`src/rtl/jt900h_muldiv.sv`:
```
// Iterative MUL/MULS/DIV/DIVS unit for the TLCS-900H core: one product or
// quotient bit per enabled clock, with sign fix-up and V-flag generation.
module jt900h_muldiv (
  input  logic        clk,
  input  logic        rst,
  input  logic        cen,
  input  logic        start,
  input  logic [1:0]  sel,
  input  logic [2:0]  w,
  input  logic [31:0] op0,
  input  logic [31:0] op1,
  output logic        busy,
  output logic        done,
  output logic [31:0] dout,
  output logic [2:0]  we,
  output logic        ovf,
  output logic        flag_we
);
  // Handshake: start is taken on a cen edge only while idle (busy low) and w
  // is legal; busy stays high up to the edge that raises done; done, we and
  // flag_we are high for exactly one cen cycle; dout holds until the next done.
  typedef enum logic [1:0] {IDLE, SETUP, ITER, FIX} state_t;
  state_t state, state_nx;

  logic [1:0]  sel_q;
  logic        word_q;
  logic [31:0] op0_q, a_mag, acc;
  logic [15:0] op1_q, b_mag, q;
  logic [3:0]  cnt;
  logic        neg_res, neg_rem, pre_ovf;

  logic is_div, is_signed, w_valid;
  assign is_div    = sel_q[1];
  assign is_signed = sel_q[0];
  assign w_valid   = (w == 3'b001) || (w == 3'b010);

  logic unused;
  assign unused = ^op1[31:16];

  // Operand magnitudes; the dividend is double width, the multiplicand is not
  logic        sgn_a, sgn_b, pre_chk;
  logic [31:0] a_raw, a_abs;
  logic [15:0] b_ext, b_abs, a_hi;
  assign sgn_a = is_signed & (is_div ? (word_q ? op0_q[31] : op0_q[15])
                                     : (word_q ? op0_q[15] : op0_q[7]));
  assign a_raw = is_div ? (word_q ? op0_q : {{16{sgn_a}}, op0_q[15:0]})
                        : (word_q ? {{16{sgn_a}}, op0_q[15:0]} : {{24{sgn_a}}, op0_q[7:0]});
  assign a_abs = sgn_a ? -a_raw : a_raw;
  assign sgn_b = is_signed & (word_q ? op1_q[15] : op1_q[7]);
  assign b_ext = word_q ? op1_q : {{8{sgn_b}}, op1_q[7:0]};
  assign b_abs = sgn_b ? -b_ext : b_ext;
  assign a_hi  = word_q ? a_abs[31:16] : {8'h00, a_abs[15:8]};
  assign pre_chk = is_div & (a_hi >= b_abs);

  // Both loops walk bit cnt from MSB down: multiplier bit or next dividend bit
  logic [16:0] trial;
  logic        fits;
  logic [15:0] diff;
  logic [31:0] mul_step;
  assign trial    = {acc[15:0], a_mag[{1'b0, cnt}]};
  assign fits     = trial >= {1'b0, b_mag};
  assign diff     = trial[15:0] - b_mag;
  assign mul_step = {acc[30:0], 1'b0} + (b_mag[cnt] ? a_mag : 32'h0);

  logic [15:0] quot_s, rem_s, q_lim;
  logic [31:0] prod_s;
  logic        post_chk, div_ovf;
  assign quot_s   = neg_res ? -q : q;
  assign rem_s    = neg_rem ? -acc[15:0] : acc[15:0];
  assign prod_s   = neg_res ? -acc : acc;
  assign q_lim    = word_q ? (neg_res ? 16'h8000 : 16'h7fff)
                           : (neg_res ? 16'h0080 : 16'h007f);
  assign post_chk = is_signed & (q > q_lim);
  assign div_ovf  = pre_ovf | post_chk;

  always_comb begin
    state_nx = state;
    case (state)
      IDLE:    if (start && w_valid) state_nx = SETUP;
      SETUP:   state_nx = pre_chk ? FIX : ITER;
      ITER:    if (cnt == 4'd0) state_nx = FIX;
      FIX:     state_nx = IDLE;
      default: state_nx = IDLE;
    endcase
  end

  always_ff @(posedge clk) begin
    if (rst) state <= IDLE;
    else if (cen) state <= state_nx;
  end

  always_ff @(posedge clk) begin
    if (rst) begin
      busy <= 1'b0; done <= 1'b0; dout <= 32'h0; we <= 3'b000;
      ovf <= 1'b0; flag_we <= 1'b0;
      sel_q <= 2'b00; word_q <= 1'b0; op0_q <= 32'h0; op1_q <= 16'h0;
      a_mag <= 32'h0; b_mag <= 16'h0; acc <= 32'h0; q <= 16'h0; cnt <= 4'd0;
      neg_res <= 1'b0; neg_rem <= 1'b0; pre_ovf <= 1'b0;
    end else if (cen) begin
      done    <= 1'b0;
      we      <= 3'b000;
      flag_we <= 1'b0;
      busy    <= (state_nx != IDLE);
      case (state)
        IDLE: if (start && w_valid) begin
          sel_q <= sel; word_q <= w[1]; op0_q <= op0; op1_q <= op1[15:0];
        end
        SETUP: begin
          a_mag   <= a_abs;
          b_mag   <= b_abs;
          neg_res <= sgn_a ^ sgn_b;
          neg_rem <= sgn_a;
          pre_ovf <= pre_chk;
          acc     <= is_div ? {16'h0, a_hi} : 32'h0;
          q       <= 16'h0;
          cnt     <= word_q ? 4'd15 : 4'd7;
        end
        ITER: begin
          cnt <= cnt - 4'd1;
          if (is_div) begin
            acc <= {16'h0, fits ? diff : trial[15:0]};
            q   <= {q[14:0], fits};
          end else begin
            acc <= mul_step;
          end
        end
        FIX: begin
          done <= 1'b1;
          if (is_div) begin
            flag_we <= 1'b1;
            ovf     <= div_ovf;
            if (div_ovf) begin
              dout <= op0_q;
            end else begin
              dout <= word_q ? {rem_s, quot_s} : {16'h0, rem_s[7:0], quot_s[7:0]};
              we   <= word_q ? 3'b100 : 3'b010;
            end
          end else begin
            ovf  <= 1'b0;
            dout <= word_q ? prod_s : {16'h0, prod_s[15:0]};
            we   <= word_q ? 3'b100 : 3'b010;
          end
        end
        default: ;
      endcase
    end
  end
endmodule

```
`config.mk`:
```
export PLATFORM = sky130hd
export DESIGN_NAME = jt900h_muldiv
export DESIGN_NICKNAME = d
export VERILOG_FILES = /design/src/rtl/jt900h_muldiv.sv
export SDC_FILE = /design/constraint.sdc
export NUM_CORES = 1
export LEC_CHECK = 0
export CAP_MARGIN = 25
export CORE_MARGIN = 3
export CORE_UTILIZATION = 65
export DETAILED_ROUTE_END_ITERATION = 6
export PLACE_DENSITY = 0.92
export SYNTH_ARGS = -nofsm -noshare
export SYNTH_HDL_FRONTEND = slang
export SYNTH_SLANG_ARGS = --single-unit
```
`constraint.sdc`:
```
create_clock -name clk -period 7.7 [get_ports clk]
set_input_delay 0.77 -clock clk [delete_from_list [all_inputs] [get_ports clk]]
set_output_delay 0.77 -clock clk [all_outputs]
set_load 0.05 [all_outputs]
```
* Word-level counts from Yosys, hierarchy flattened
Cells that the tools add are included.
Word-level totals: flip-flop bits (word level) 195, bits in latches 0, RAM bits 0, bits in read-only memories 0, bits of input ports 73, output and inout bits 39, logic and storage cells 101, memories 0
Cells by class: add/sub/neg operators 8, multipliers 0, div/mod/pow operators 0, magnitude comparators 5, equal/unequal tests 6, shift-type cells 0, multiplexer cells 46, bitwise gates (word level) 6, reduce and logical (&&, ||, !) cells 11
Operator list (count):
- 32-bit two-way mux | 10
- 16-bit two-way mux | 11
- 32-bit negation | 2
- 32-bit one-hot mux with 2 select lines | 1
- 16-bit negation | 3
- 32-bit adder | 1
- 16-bit one-hot mux with 2 select lines | 1
- 17-bit by 16-bit >= comparator with 1-bit output | 1
- 16-bit >= comparator | 1
- 16-bit greater-than comparator | 1
- 16-bit subtractor | 1
- 3-bit two-way mux | 4
- 1-bit two-way mux | 11
- 1-bit binary-select mux with 4-bit select | 2
- 8-bit two-way mux | 1
- 2-bit one-hot mux with 4 select lines | 1
- 4-bit one-hot mux with 2 select lines | 1
- 4-bit by 6-bit < comparator with 1-bit output (second input constant) | 1
- 2-bit AND reduction | 3
- 3-bit AND reduction | 2
- 4-bit by 5-bit < comparator with 1-bit output (second input constant) | 1
- 1-bit AND | 4
- 2-bit equality test (second input constant) | 2
- 4-bit zero test | 1
- other kinds (13) | 15

* Longest topological paths before layout
Gate-level depths: netlist of the first run.
depth in word-level cells 13, depth in mapped cells 20

* Least setup slack after synthesis of the first run
Ideal clock, no wire load.
path kind reg2reg, from register cnt[0], to register acc[31], library setup time 0.130 ns, data arrival time 4.252 ns, required time 7.570 ns, path slack 3.318 ns, cell stages (with the launch flop) 18, clock period less this slack 4.382 ns, cell sequence dfxtp_1 > buf_1 > mux4_2 > mux4_2 > clkbuf_1 > and2_1 > ha_1 > inv_1 > fa_1 > nor2b_1 > o31a_1 > o2111ai_1 > a31oi_1 > o41ai_1 > a21oi_1 > a21oi_1 > xnor2_1 > o21ai_0
On the way: cells in the longest elaborated chain, start to end 6
Ends and longest elaborated chain:
- start, declared | RTL line 29 | logic [3:0] cnt;
- start signal, assigned | RTL line 116 | cnt <= word_q ? 4'd15 : 4'd7;
- start signal, assigned | RTL line 119 | cnt <= cnt - 4'd1;
- 1-bit binary-select mux with 4-bit select | RTL line 63 | assign mul_step = {acc[30:0], 1'b0} + (b_mag[cnt] ? a_mag : 32'h0);
- 1-bit two-way mux (not written as such) | RTL line 63
- 32-bit two-way mux | RTL line 63
- 32-bit adder | RTL line 63
- 32-bit two-way mux | RTL line 120 | if (is_div) begin
- 32-bit one-hot mux with 2 select lines | RTL line 104 | case (state)
- end signal, assigned | RTL line 114 | acc <= is_div ? {16'h0, a_hi} : 32'h0;
- end signal, assigned | RTL line 121 | acc <= {16'h0, fits ? diff : trial[15:0]};
- end signal, assigned | RTL line 124 | acc <= mul_step;
- end, declared | RTL line 27 | logic [31:0] op0_q, a_mag, acc;
Every way passes these cells. The select of a mux whose other input is x is not followed. A chain may end at the register's enable or synchronous reset.

* Final worst setup path of the first run
from register word_q, to register state[0]
On the way: cells in the longest elaborated chain, start to end 12
Ends and longest elaborated chain:
- start, declared | RTL line 26 | logic word_q;
- start signal, assigned | RTL line 106 | sel_q <= sel; word_q <= w[1]; op0_q <= op0; op1_q <= op1[15:0];
- 1-bit two-way mux, on equally long branches | RTL line 45, 44
- 1-bit two-way mux | RTL line 44 | assign sgn_a = is_signed & (is_div ? (word_q ? op0_q[31] : op0_q[15])
- 1-bit AND | RTL line 44
- 16-bit two-way mux / 32-bit two-way mux (equally long branches) | RTL line 47, 46
- 32-bit two-way mux | RTL line 46 | assign a_raw = is_div ? (word_q ? op0_q : {{16{sgn_a}}, op0_q[15:0]})
- 32-bit negation | RTL line 48 | assign a_abs = sgn_a ? -a_raw : a_raw;
- 32-bit two-way mux | RTL line 48
- 16-bit two-way mux | RTL line 52 | assign a_hi = word_q ? a_abs[31:16] : {8'h00, a_abs[15:8]};
- 16-bit >= comparator * | RTL line 53 | assign pre_chk = is_div & (a_hi >= b_abs);
- 1-bit AND * | RTL line 53
- 1-bit two-way mux * | RTL line 80 | SETUP: state_nx = pre_chk ? FIX : ITER;
- 2-bit one-hot mux with 4 select lines * | RTL line 78 | case (state)
- end signal, assigned | RTL line 89 | else if (cen) state <= state_nx;
- end, declared | RTL line 23 | state_t state, state_nx;
Mark *: on every way between the ends. The rest lies on a longest branch, timed or not.

==> impl_results.md, run 1 <==
- Status: finished with violations
- Failing checks: design-rule violations
- All-Layer GR Usage: 0.365
- CP bufs+invs: 1
- CTS max path bufs: 2
- Relative slew margins: 0.334
- Synthesized cell area: about 14,000 sq um
- Antenna violations before repair: 2
- Net Sw Frac: 0.349
- Die height: 153 um
- Fin crit share: 0.703
- Vias per cell: approximately 6.7
- Core area: around 21,000 sq um
- Switch Pwr: 0.969 mW
- Sum of negative setup slack: 0 ns
- Commonest cells after routing, fill and taps aside: nand2_1, a21oi_1, dfxtp_1
- Number of remaining DRC errors: 7
- Worst vdd ir: 0.147 mV
- Max_cap viols: 0
- Overflow after GRT: 0
- Largest net degree at the start of global routing: 94
- Ys Warns: 0
- Ys async rst share: 0
- Final Hold Vio Count: 0
- Layout cells sized above 1: 0.0568
- IO Pins: 112
- Initial core utilization: 0.666
- First drt pass iteration count: 7
- Detailed Place HPWL: 31,900 um
- Layout fillers: between 1,500 and 2,000
- Die width: roughly 150 um
- Most common cell after layout, fill and taps aside: nand2_1
- Pin slew with the least headroom to its limit: around 1.0 ns
- Clock Latency Late Sink: 0.46 ns
- CP required: 8.04 ns
- 1st-iter DRT viols: between 2,000 and 2,500
- CP max stage delay: 0.71 ns
- Number of flops mapped to enable cells by yosys: 0
- Setup Skew: about 0.02 ns
- Number of buffers created by CTS: 17
- Crit path DAT: 5.75 ns
- Post_cts resized: 0
- Yosys top cell by area: dfxtp_1
- RSZ-0062 raised after global routing: false
- Postcts setup bufs: 0
- Clock Tree Root: clkbuf_16
- Crit path cell chain: buf_4 -> mux2i_1 -> and2_1 -> nand2_1 -> xnor2_1 -> nor2_1 -> a311oi_1 -> ha_1 -> nand2b_1 -> a21o_1 -> a21o_1 -> a21o_1 -> a21o_1 -> a2111oi_0 -> o31ai_1 -> nand4_1 -> a21oi_1
- Internal: 1.80 mW
- Layout area overhead: 11.3%
- Final Wtd Congestion: about 1.0
- Final Setup Violations: 0
- FMAX: roughly 180 MHz
- Core Rows: 53
- FF-to-FF setup slack: 2.29 ns
- Seq/Total Area, Yosys: 0.277
- Most common flop cell mapped by yosys: dfxtp_1
- Clock sink count: 194
- Clock power share: 0.337
- Critical Path Start Type: register
- Post-route minimum period: 5.41 ns
- Number of global-route vias before repair: 13,333
- Slowest stage cell, crit path: and2_1
- Synth top area cells: dfxtp_1, ha_1, a21oi_1
- P_leak: 6.05 nW
- Clk slew on worst S/H paths: ~0.080 ns
- Critical path's top delay family: compound AO/OA/AOI/OAI gates
- Htree depth: 4
- Via Count: 14,412
- CTS tree: yes
- Die area: 23,400 sq um
- Worst min-delay path category: reg -> reg
- Count of pins over their slew limit: 0
- DRT Wirelength: approximately 44,000 um
- Port bufs: 94
- CP most frequent cell: a21o_1
- Combinational power share: 0.267
- PwrDens: approximately 180 nW/um^2
- Wire length of the first global-routing pass: 70,000 um
- Syn_area_per_cell: between 7 and 8 sq um
- Netlist cell types: a little over 80
- Setup slack after placement: 2.50 ns
- Syn nets: slightly above 2,000
- Antenna-violating nets left: 0
- Final worst slack: approximately 2.3 ns
- Crit Path Category: reg -> reg
- Synth top area share: 0.277
- Hold buffers post-CTS: 0
- Wirelength per Cell: ~20 um
- Yosys reg bits: between 150 and 200
- Seq pwr share: 0.396
- Final #Nets: between 2,000 and 2,500
- Maximum net fanout on the critical path: 37
- Critical path endpoint category: register
- Post-Syn Instances: about 1,900
==> sequential cells by signal (all words and copies together) (netlist names), 4 cells and up <==
| register | cells |
|---|---|
| a_mag | 32 |
| acc | 32 |
| dout | 32 |
| op0_q | 32 |
| b_mag | 16 |
| op1_q | 16 |
| q | 16 |
| cnt | 4 |
==> area by class of cell <==
type                    count  area, sq um  area share
multi-input cells        1492         9480       0.607
flip-flops and latches    194         3890       0.249
repair buffers            111         1090      0.0698
clock buffers              18          439      0.0281
well taps                 275          344      0.0220
inverters                  56          210      0.0135
clock inverters            14          175      0.0112
diodes                      1         2.50    0.000160
==> worst paths after layout <==
path,startpoint,end,depth (start not counted)
worst max register to register,word_q$_SDFFE_PP0P_,state[0]$_SDFFE_PP0P_,17
worst min register to register,a_mag[26]$_SDFFE_PP0P_,a_mag[26]$_SDFFE_PP0P_,2
worst max-delay path,word_q$_SDFFE_PP0P_,state[0]$_SDFFE_PP0P_,17
worst min-delay path,a_mag[26]$_SDFFE_PP0P_,a_mag[26]$_SDFFE_PP0P_,2
==> cells in the mapped netlist (11+ instances only) <==
| library cell | instances |
|---|---|
| nand2_1 | 246 |
| dfxtp_1 | 194 |
| a21oi_1 | 192 |
| nor2_1 | 187 |
| o21ai_0 | 132 |
| clkbuf_1 | 103 |
| ha_1 | 90 |
| xnor2_1 | 75 |
| inv_1 | 54 |
| xor2_1 | 51 |
| nor3_1 | 41 |
| and2_1 | 39 |
| a211oi_1 | 34 |
| a21o_1 | 31 |
| nand3_1 | 27 |
| a22oi_1 | 24 |
| mux2i_1 | 21 |
| a221oi_1 | 20 |
| or3_1 | 20 |
| o31ai_1 | 17 |
| and3_1 | 16 |
| a31oi_1 | 15 |
| o211ai_1 | 14 |
| o21a_1 | 13 |
| nor2b_1 | 12 |
| a31o_2 | 11 |
| nand2b_1 | 11 |
| nor4_1 | 11 |
==> worst min-delay path, delay by kind of cell (launching register included) <==
family	cells	cell delay (ns)
flip-flops	1	0.31
AND/OR/NAND/NOR	1	0.05
AO/OA/AOI/OAI	1	0.05
==> metal layers <==
metal,routed length [um],global-route usage,vias up
met3,5040,0.0787,215
met5,9,0,-
met1,17100,0.473,6602
met2,19100,0.576,934
met4,2790,0.187,2
li1,-,-,6659
==> kinds of logic after synthesis <==
logic type,share of synthesized area
AO/OA/AOI/OAI,0.255
XOR/XNOR,0.0786
adder cells (fa/ha/maj),0.0831
buffers and inverters,0.0498
flip-flops,0.277
multiplexers,0.0382
other,0.000267
AND/OR/NAND/NOR,0.218
==> metrics by stage <==
| step | std cells | utilization | power [mW] | hold slack [ns] | area (sq um) |
|---|---|---|---|---|---|
| CTS | 2158 | 0.740 | 2.74 | 0.454 | 15600 |
| detailed placement | 2126 | 0.711 | 1.82 | 0.443 | 15000 |
| finish | 2161 | 0.741 | 2.77 | 0.453 | 15600 |
| global route | 2161 | 0.741 | 2.87 | 0.475 | 15600 |
| floorplan | 1863 | - | 1.65 | 0.432 | 14000 |
| global placement | 2123 | 0.709 | 1.81 | 0.439 | 14900 |
==> power groups by stage <==
stage | combinational (mW) | clock, mW | sequential (mW)
2_1_floorplan | 0.561 | 0 | 1.09
3_3_place_gp | 0.688 | 0 | 1.12
3_5_place_dp | 0.706 | 0 | 1.12
4_1_cts | 0.713 | 0.928 | 1.10
5_1_grt | 0.808 | 0.964 | 1.10
6_report | 0.739 | 0.935 | 1.10
(Power assumes the default switching activity.)
==> inputs of run 2 (changes only) <==
--- a/config.mk
+++ b/config.mk
@@ -7,9 +7,9 @@
 export LEC_CHECK = 0
 export CAP_MARGIN = 25
 export CORE_MARGIN = 3
-export CORE_UTILIZATION = 65
+export CORE_UTILIZATION = 54
 export DETAILED_ROUTE_END_ITERATION = 6
-export PLACE_DENSITY = 0.92
+export PLACE_DENSITY = 0.82
 export SYNTH_ARGS = -nofsm -noshare
 export SYNTH_HDL_FRONTEND = slang
 export SYNTH_SLANG_ARGS = --single-unit
==> constraint.sdc (replaced) <==
create_clock -name clk -period 4.5 [get_ports clk]
set_input_delay 0.45 -clock clk [delete_from_list [all_inputs] [get_ports clk]]
set_output_delay 0.45 -clock clk [all_outputs]
set_load 0.05 [all_outputs]
==> impl_results.md, run 2 (synthesis results as in run 1) <==
- Setup Skew: 0.0201 ns
- Reg-to-Reg Start: cnt[0]$_SDFFE_PP0P_
- Clock Tree Root: clkbuf_16
- FF-to-FF setup slack: 0.17 ns
- First drt pass iteration count: 6
- Via Count: about 14,000
- Fin crit share: 0.961
- Fin util: 0.635
- Hold buffers post-CTS: 0
- Reg-to-Reg End: acc[30]$_SDFFE_PP0P_
- P_leak: 6.30 nW
- Vias per cell: 6.30
- Clock sink count: 194
- PwrDens: just under 300 nW/um^2
- Wirelength per Cell: approximately 20 um
- Most common cell after layout, fill and taps aside: nand2_1
- Crit path cell chain: mux4_2 -> mux4_2 -> and2_1 -> ha_1 -> and3_1 -> a221oi_1 -> o21ai_0 -> or3_1 -> nand3b_1 -> and3_1 -> a311oi_1 -> xor2_1 -> o21ai_0
- Crit path DAT: approximately 4.6 ns
- CP max stage delay: 0.65 ns
- Critical path's top delay family: multiplexers
- Die height: 167 um
- DRT Wirelength: about 46,000 um
- Worst min-delay path category: in -> reg
- Critical Path Start Type: register
- Max_cap viols: 0
- Clk slew on worst S/H paths: approximately 0.080 ns
- CP bufs+invs: 0
- Layout fillers: between 2,000 and 2,500
- Largest net degree at the start of global routing: about 70
- Placed cells: around 2,200
- 1st-iter DRT viols: approximately 1,700
- Core Rows: between 50 and 60
- Port bufs: 94
- Core area: approximately 25,000 sq um
- IO Pins: 112
- Number of global-route vias before repair: between 10,000 and 15,000
- CTS tree: yes
- Maximum net fanout on the critical path: 11
- Initial core utilization: 0.554
- Layout cells sized above 1: 0.0841
- Antenna-violating nets left: 0
- Number of remaining DRC errors: 0
- Wire length of the first global-routing pass: ~70,000 um
- Critical path endpoint category: register
- Clock Latency Late Sink: approximately 0.45 ns
- Hold Slack: slightly below 0.3 ns
- Htree depth: 4
- Post-route minimum period: ~4.3 ns
- FMAX: 231 MHz
- Relative slew margins: 0.375
- Pin slew with the least headroom to its limit: 0.934 ns
- Die area: around 28,000 sq um
- Overflow after GRT: 0
- Final #Nets: between 2,000 and 2,500
- Commonest cells after routing, fill and taps aside: nand2_1, a21oi_1, dfxtp_1
- Final Hold Vio Count: 0
- CP required: 4.81 ns
- All-Layer GR Usage: 0.316
- ANT cells: 0
- Fin cells: around 2,300
- Detailed Place HPWL: between 30,000 and 40,000 um
- Final Setup Violations: 0
- CTS max path bufs: 2
- Worst vdd ir: ~0.27 mV
- Status: complete, no violations
- Die width: 167 um
- Count of pins over their slew limit: 0
- Final Wtd Congestion: roughly 1
- Number of buffers created by CTS: 17
- Crit Path Category: reg -> reg
- Launch point of the worst hold path: rst
- FF-to-FF path depth: 13
- Hold Crit Endpoint: a_mag[17]$_SDFFE_PP0P_
- Worst hold stages: 2
- Slowest stage cell, crit path: mux4_2
- Layout area overhead: 14.6%
- Antenna violations before repair: 0
## run 2: worst max-delay path by stage
| stage | slack, ns | end | cells past startpoint | startpoint |
|---|---|---|---|---|
| after global routing | -0.003 | acc[29]$_SDFFE_PP0P_ | 15 | cnt[0]$_SDFFE_PP0P_ |
| after CTS | 0.05 | acc[29]$_SDFFE_PP0P_ | 16 | cnt[0]$_SDFFE_PP0P_ |
| after global placement | 0.15 | acc[29]$_SDFFE_PP0P_ | 16 | cnt[0]$_SDFFE_PP0P_ |
| after detailed placement | 0.07 | acc[29]$_SDFFE_PP0P_ | 16 | cnt[0]$_SDFFE_PP0P_ |
| final | 0.17 | acc[30]$_SDFFE_PP0P_ | 13 | cnt[0]$_SDFFE_PP0P_ |
| after floorplan | 0.12 | acc[31]$_SDFFE_PP0P_ | 17 | cnt[0]$_SDFFE_PP0P_ |
## run 2: per-layer routing
metal,vias to the layer above,part of all wire,track usage
met1,6545,0.42,0.439
met4,0,0.057,0.162
met5,-,0,0
met3,165,0.098,0.0500
li1,6779,-,-
met2,803,0.43,0.476
## run 2: metrics by stage
| stage | area (sq um) | setup slack, ns | TNS, ns | power (mW) |
|---|---|---|---|---|
| after floorplan | 14000 | 0.118 | 0 | 2.82 |
| after global placement | 15400 | 0.148 | 0 | 3.15 |
| after detailed placement | 15400 | 0.0680 | 0 | 3.20 |
| after CTS | 16000 | 0.0532 | 0 | 4.70 |
| after global routing | 16100 | -0.00304 | -0.00304 | 4.92 |
| final | 16100 | 0.175 | 0 | 4.72 |
## run 2: report_power, final
part | internal [mW] | total, mW | switching, mW
combinational | 0.577 | 1.34 | 0.766
sequential | 1.77 | 1.86 | 0.0953
clock | 0.740 | 1.52 | 0.777
## run 2: worst reg2reg max path, stage by stage (launching register included)
cell      delay [ns]
dfxtp_2         0.41
mux4_2          0.61
mux4_2          0.65
and2_1          0.23
ha_1            0.37
and3_1          0.25
a221oi_1        0.29
o21ai_0         0.14
or3_1           0.31
nand3b_1        0.16
and3_1          0.20
a311oi_1        0.34
xor2_1          0.17
o21ai_0         0.08
## run 2: cell type report
type                       count  area [sq um]  share of cell area
inverter                      56           210              0.0131
clock buffer                  18           429              0.0267
sequential                   194          3890               0.242
tap                          330           413              0.0257
multi-input combinational   1494          9550               0.594
clock inverter                14           140             0.00871
timing repair buffer         162          1460              0.0905
## run 2: repair_timing
action,4_1_cts,5_1_grt
gates resized for setup,0,7
setup buffers,0,0
endpoints found under the setup margin,0,11
==> inputs of run 3 (changes only) <==
--- a/config.mk
+++ b/config.mk
@@ -7,8 +7,9 @@
 export LEC_CHECK = 0
 export CAP_MARGIN = 25
 export CORE_MARGIN = 3
-export CORE_UTILIZATION = 54
+export CORE_UTILIZATION = 59
 export DETAILED_ROUTE_END_ITERATION = 6
+export DONT_BUFFER_PORTS = 1
 export PLACE_DENSITY = 0.82
 export SYNTH_ARGS = -nofsm -noshare
 export SYNTH_HDL_FRONTEND = slang
==> constraint.sdc (replaced) <==
create_clock -name clk -period 4.5 [get_ports clk]
set_input_delay 0.45 -clock clk [delete_from_list [all_inputs] [get_ports clk]]
set_output_delay 0.45 -clock clk [all_outputs]
set_load 0.02 [all_outputs]
==> impl_results.md, run 3 (synthesis results as in run 1) <==
- Status: finished with violations
- Failing checks: design-rule violations
- Most common cell after layout, fill and taps aside: nand2_1
- Routed length on met2: approximately 20,000 um
- Htree depth: 4
- CTS max path bufs: 2
- Pin slew with the least headroom to its limit: approximately 1 ns
- DP Area: between 10,000 and 15,000 sq um
- Number of buffers created by CTS: 17
- Clock Latency Late Sink: 0.45 ns
- Worst min-delay path category: in -> reg
- Hold buffers post-CTS: 0
- Final Hold Vio Count: 0
- DRT Wirelength: ~45,000 um
- PwrDens: a little over 300 nW/um^2
- Critical Path Start Type: register
- Crit path DAT: approximately 4.7 ns
- Max Used Layer: met5
- Crit path cell chain: mux4_2 -> mux4_2 -> buf_4 -> and2_1 -> ha_1 -> or4_1 -> o2111ai_2 -> a31oi_1 -> o41ai_1 -> buf_4 -> nand2b_1 -> a21oi_1 -> xor2_1 -> o21ai_0
- P_leak: between 5 and 6 nW
- Fin crit share: 0.972
- Critical path's top delay family: multiplexers
- Overflow after GRT: 0
- Die width: ~160 um
- First drt pass iteration count: 7
- Wire length of the first global-routing pass: around 70,000 um
- All-Layer GR Usage: 0.337
- Number of global-route vias before repair: about 13,000
- Antenna-violating nets left: 0
- Hold Slack: about 0.065 ns
- Post-route minimum period: 4.37 ns
- Layout area overhead: 7.44%
- Die height: 160 um
- CP bufs+invs: 2
- Number of remaining DRC errors: 2
- Layout cells sized above 1: 0.0861
- CTS tree: yes
- Final Setup Violations: 0
- IO Pins: roughly 110
- Antenna violations before repair: 1
- Count of pins over their slew limit: 0
- FMAX: roughly 230 MHz
- Fin area: approximately 15,000 sq um
- CP required: 4.81 ns
- Port bufs: 0
- Core Rows: 55
- Critical path endpoint category: register
- Commonest cells after routing, fill and taps aside: nand2_1, a21oi_1, dfxtp_1
- Initial core utilization: 0.611
- Final #Nets: ~2,000
- Worst vdd ir: 0.261 mV
- Met3 wire length: 4270 um
- CP max stage delay: between 0.6 and 0.7 ns
- Relative slew margins: 0.324
- Maximum net fanout on the critical path: 7
- ANT cells: 0
- Crit Path Category: reg -> reg
- Detailed Place HPWL: between 30,000 and 40,000 um
- Final Wtd Congestion: a little over 1
- Largest net degree at the start of global routing: ~150
- Post-Route M1 WL: between 15,000 and 20,000 um
- Vias per cell: ~6.5
- Slowest stage cell, crit path: mux4_2
- Wirelength per Cell: 21.1 um
- 1st-iter DRT viols: about 1,600
- Clk slew on worst S/H paths: approximately 0.08 ns
- Max_cap viols: 0
- Core area: between 20,000 and 25,000 sq um
- Setup Skew: between 0.015 and 0.02 ns
- Via Count: ~14,000
- Clock sink count: around 190
- Die area: 25,700 sq um
- Clock Tree Root: clkbuf_16
-- run 3: cell types whose count changed in the layout (fill, tap and decap cells not counted), moves of 2 or more --
cell / change
buf_4: -9
a311oi_2: +2
inv_6: -2
a311oi_1: -2
clkinv_8: +3
clkdlybuf4s50_1: -93
-- run 3: metal layers --
| metal | vias to the layer above | GRT usage |
|---|---|---|
| met4 | 2 | 0.130 |
| met2 | 738 | 0.531 |
| li1 | 6563 | - |
| met1 | 6544 | 0.462 |
| met5 | - | 0 |
| met3 | 123 | 0.0581 |
-- run 3: cell type report --
type / count / area (sq um)
Tap cell: 313 / 392
Clock buffer: 17 / 425
Multi-Input combinational cell: 1493 / 9530
Fill cell: 2060 / 7910
Sequential cell: 194 / 3890
Inverter: 56 / 210
Clock inverter: 15 / 179
Timing Repair Buffer: 60 / 454
-- run 3: repair_timing --
action | 4_1_cts | 5_1_grt
buffers inserted | 0 | 2
endpoints found under the setup margin | 0 | 11
endpoints found under the hold margin | 0 | 0
resized for setup | 0 | 11
-- run 3: path summary, 6_finish.rpt --
| path | from | end | slack (ns) | depth (start not counted) |
|---|---|---|---|---|
| worst max-delay path | cnt[0]$_SDFFE_PP0P_ | acc[29]$_SDFFE_PP0P_ | 0.13 | 14 |
| worst min-delay path | rst | acc[22]$_SDFFE_PP0P_ | 0.07 | 1 |
| worst max register to register | cnt[0]$_SDFFE_PP0P_ | acc[29]$_SDFFE_PP0P_ | 0.13 | 14 |
| worst min register to register | a_mag[19]$_SDFFE_PP0P_ | a_mag[19]$_SDFFE_PP0P_ | 0.45 | 2 |
-- run 3: through the flow --
stage / total power, mW / TNS [ns] / std cells / worst slack (ns) / utilization
2_1_floorplan: 2.81 / 0 / 1863 / 0.118 / -
5_1_grt: 4.85 / -0.105 / 2148 / -0.0741 / 0.656
3_5_place_dp: 3.09 / 0 / 2113 / 0.103 / 0.627
4_1_cts: 4.63 / 0 / 2145 / 0.0652 / 0.653
6_report: 4.66 / 0 / 2148 / 0.127 / 0.656
3_3_place_gp: 3.07 / 0 / 2112 / 0.167 / 0.626
-- run 3: power by group --
part,internal [mW],switching (mW)
sequential,1.77,0.0992
combinational,0.517,0.712
clock,0.755,0.813
total,3.04,1.62
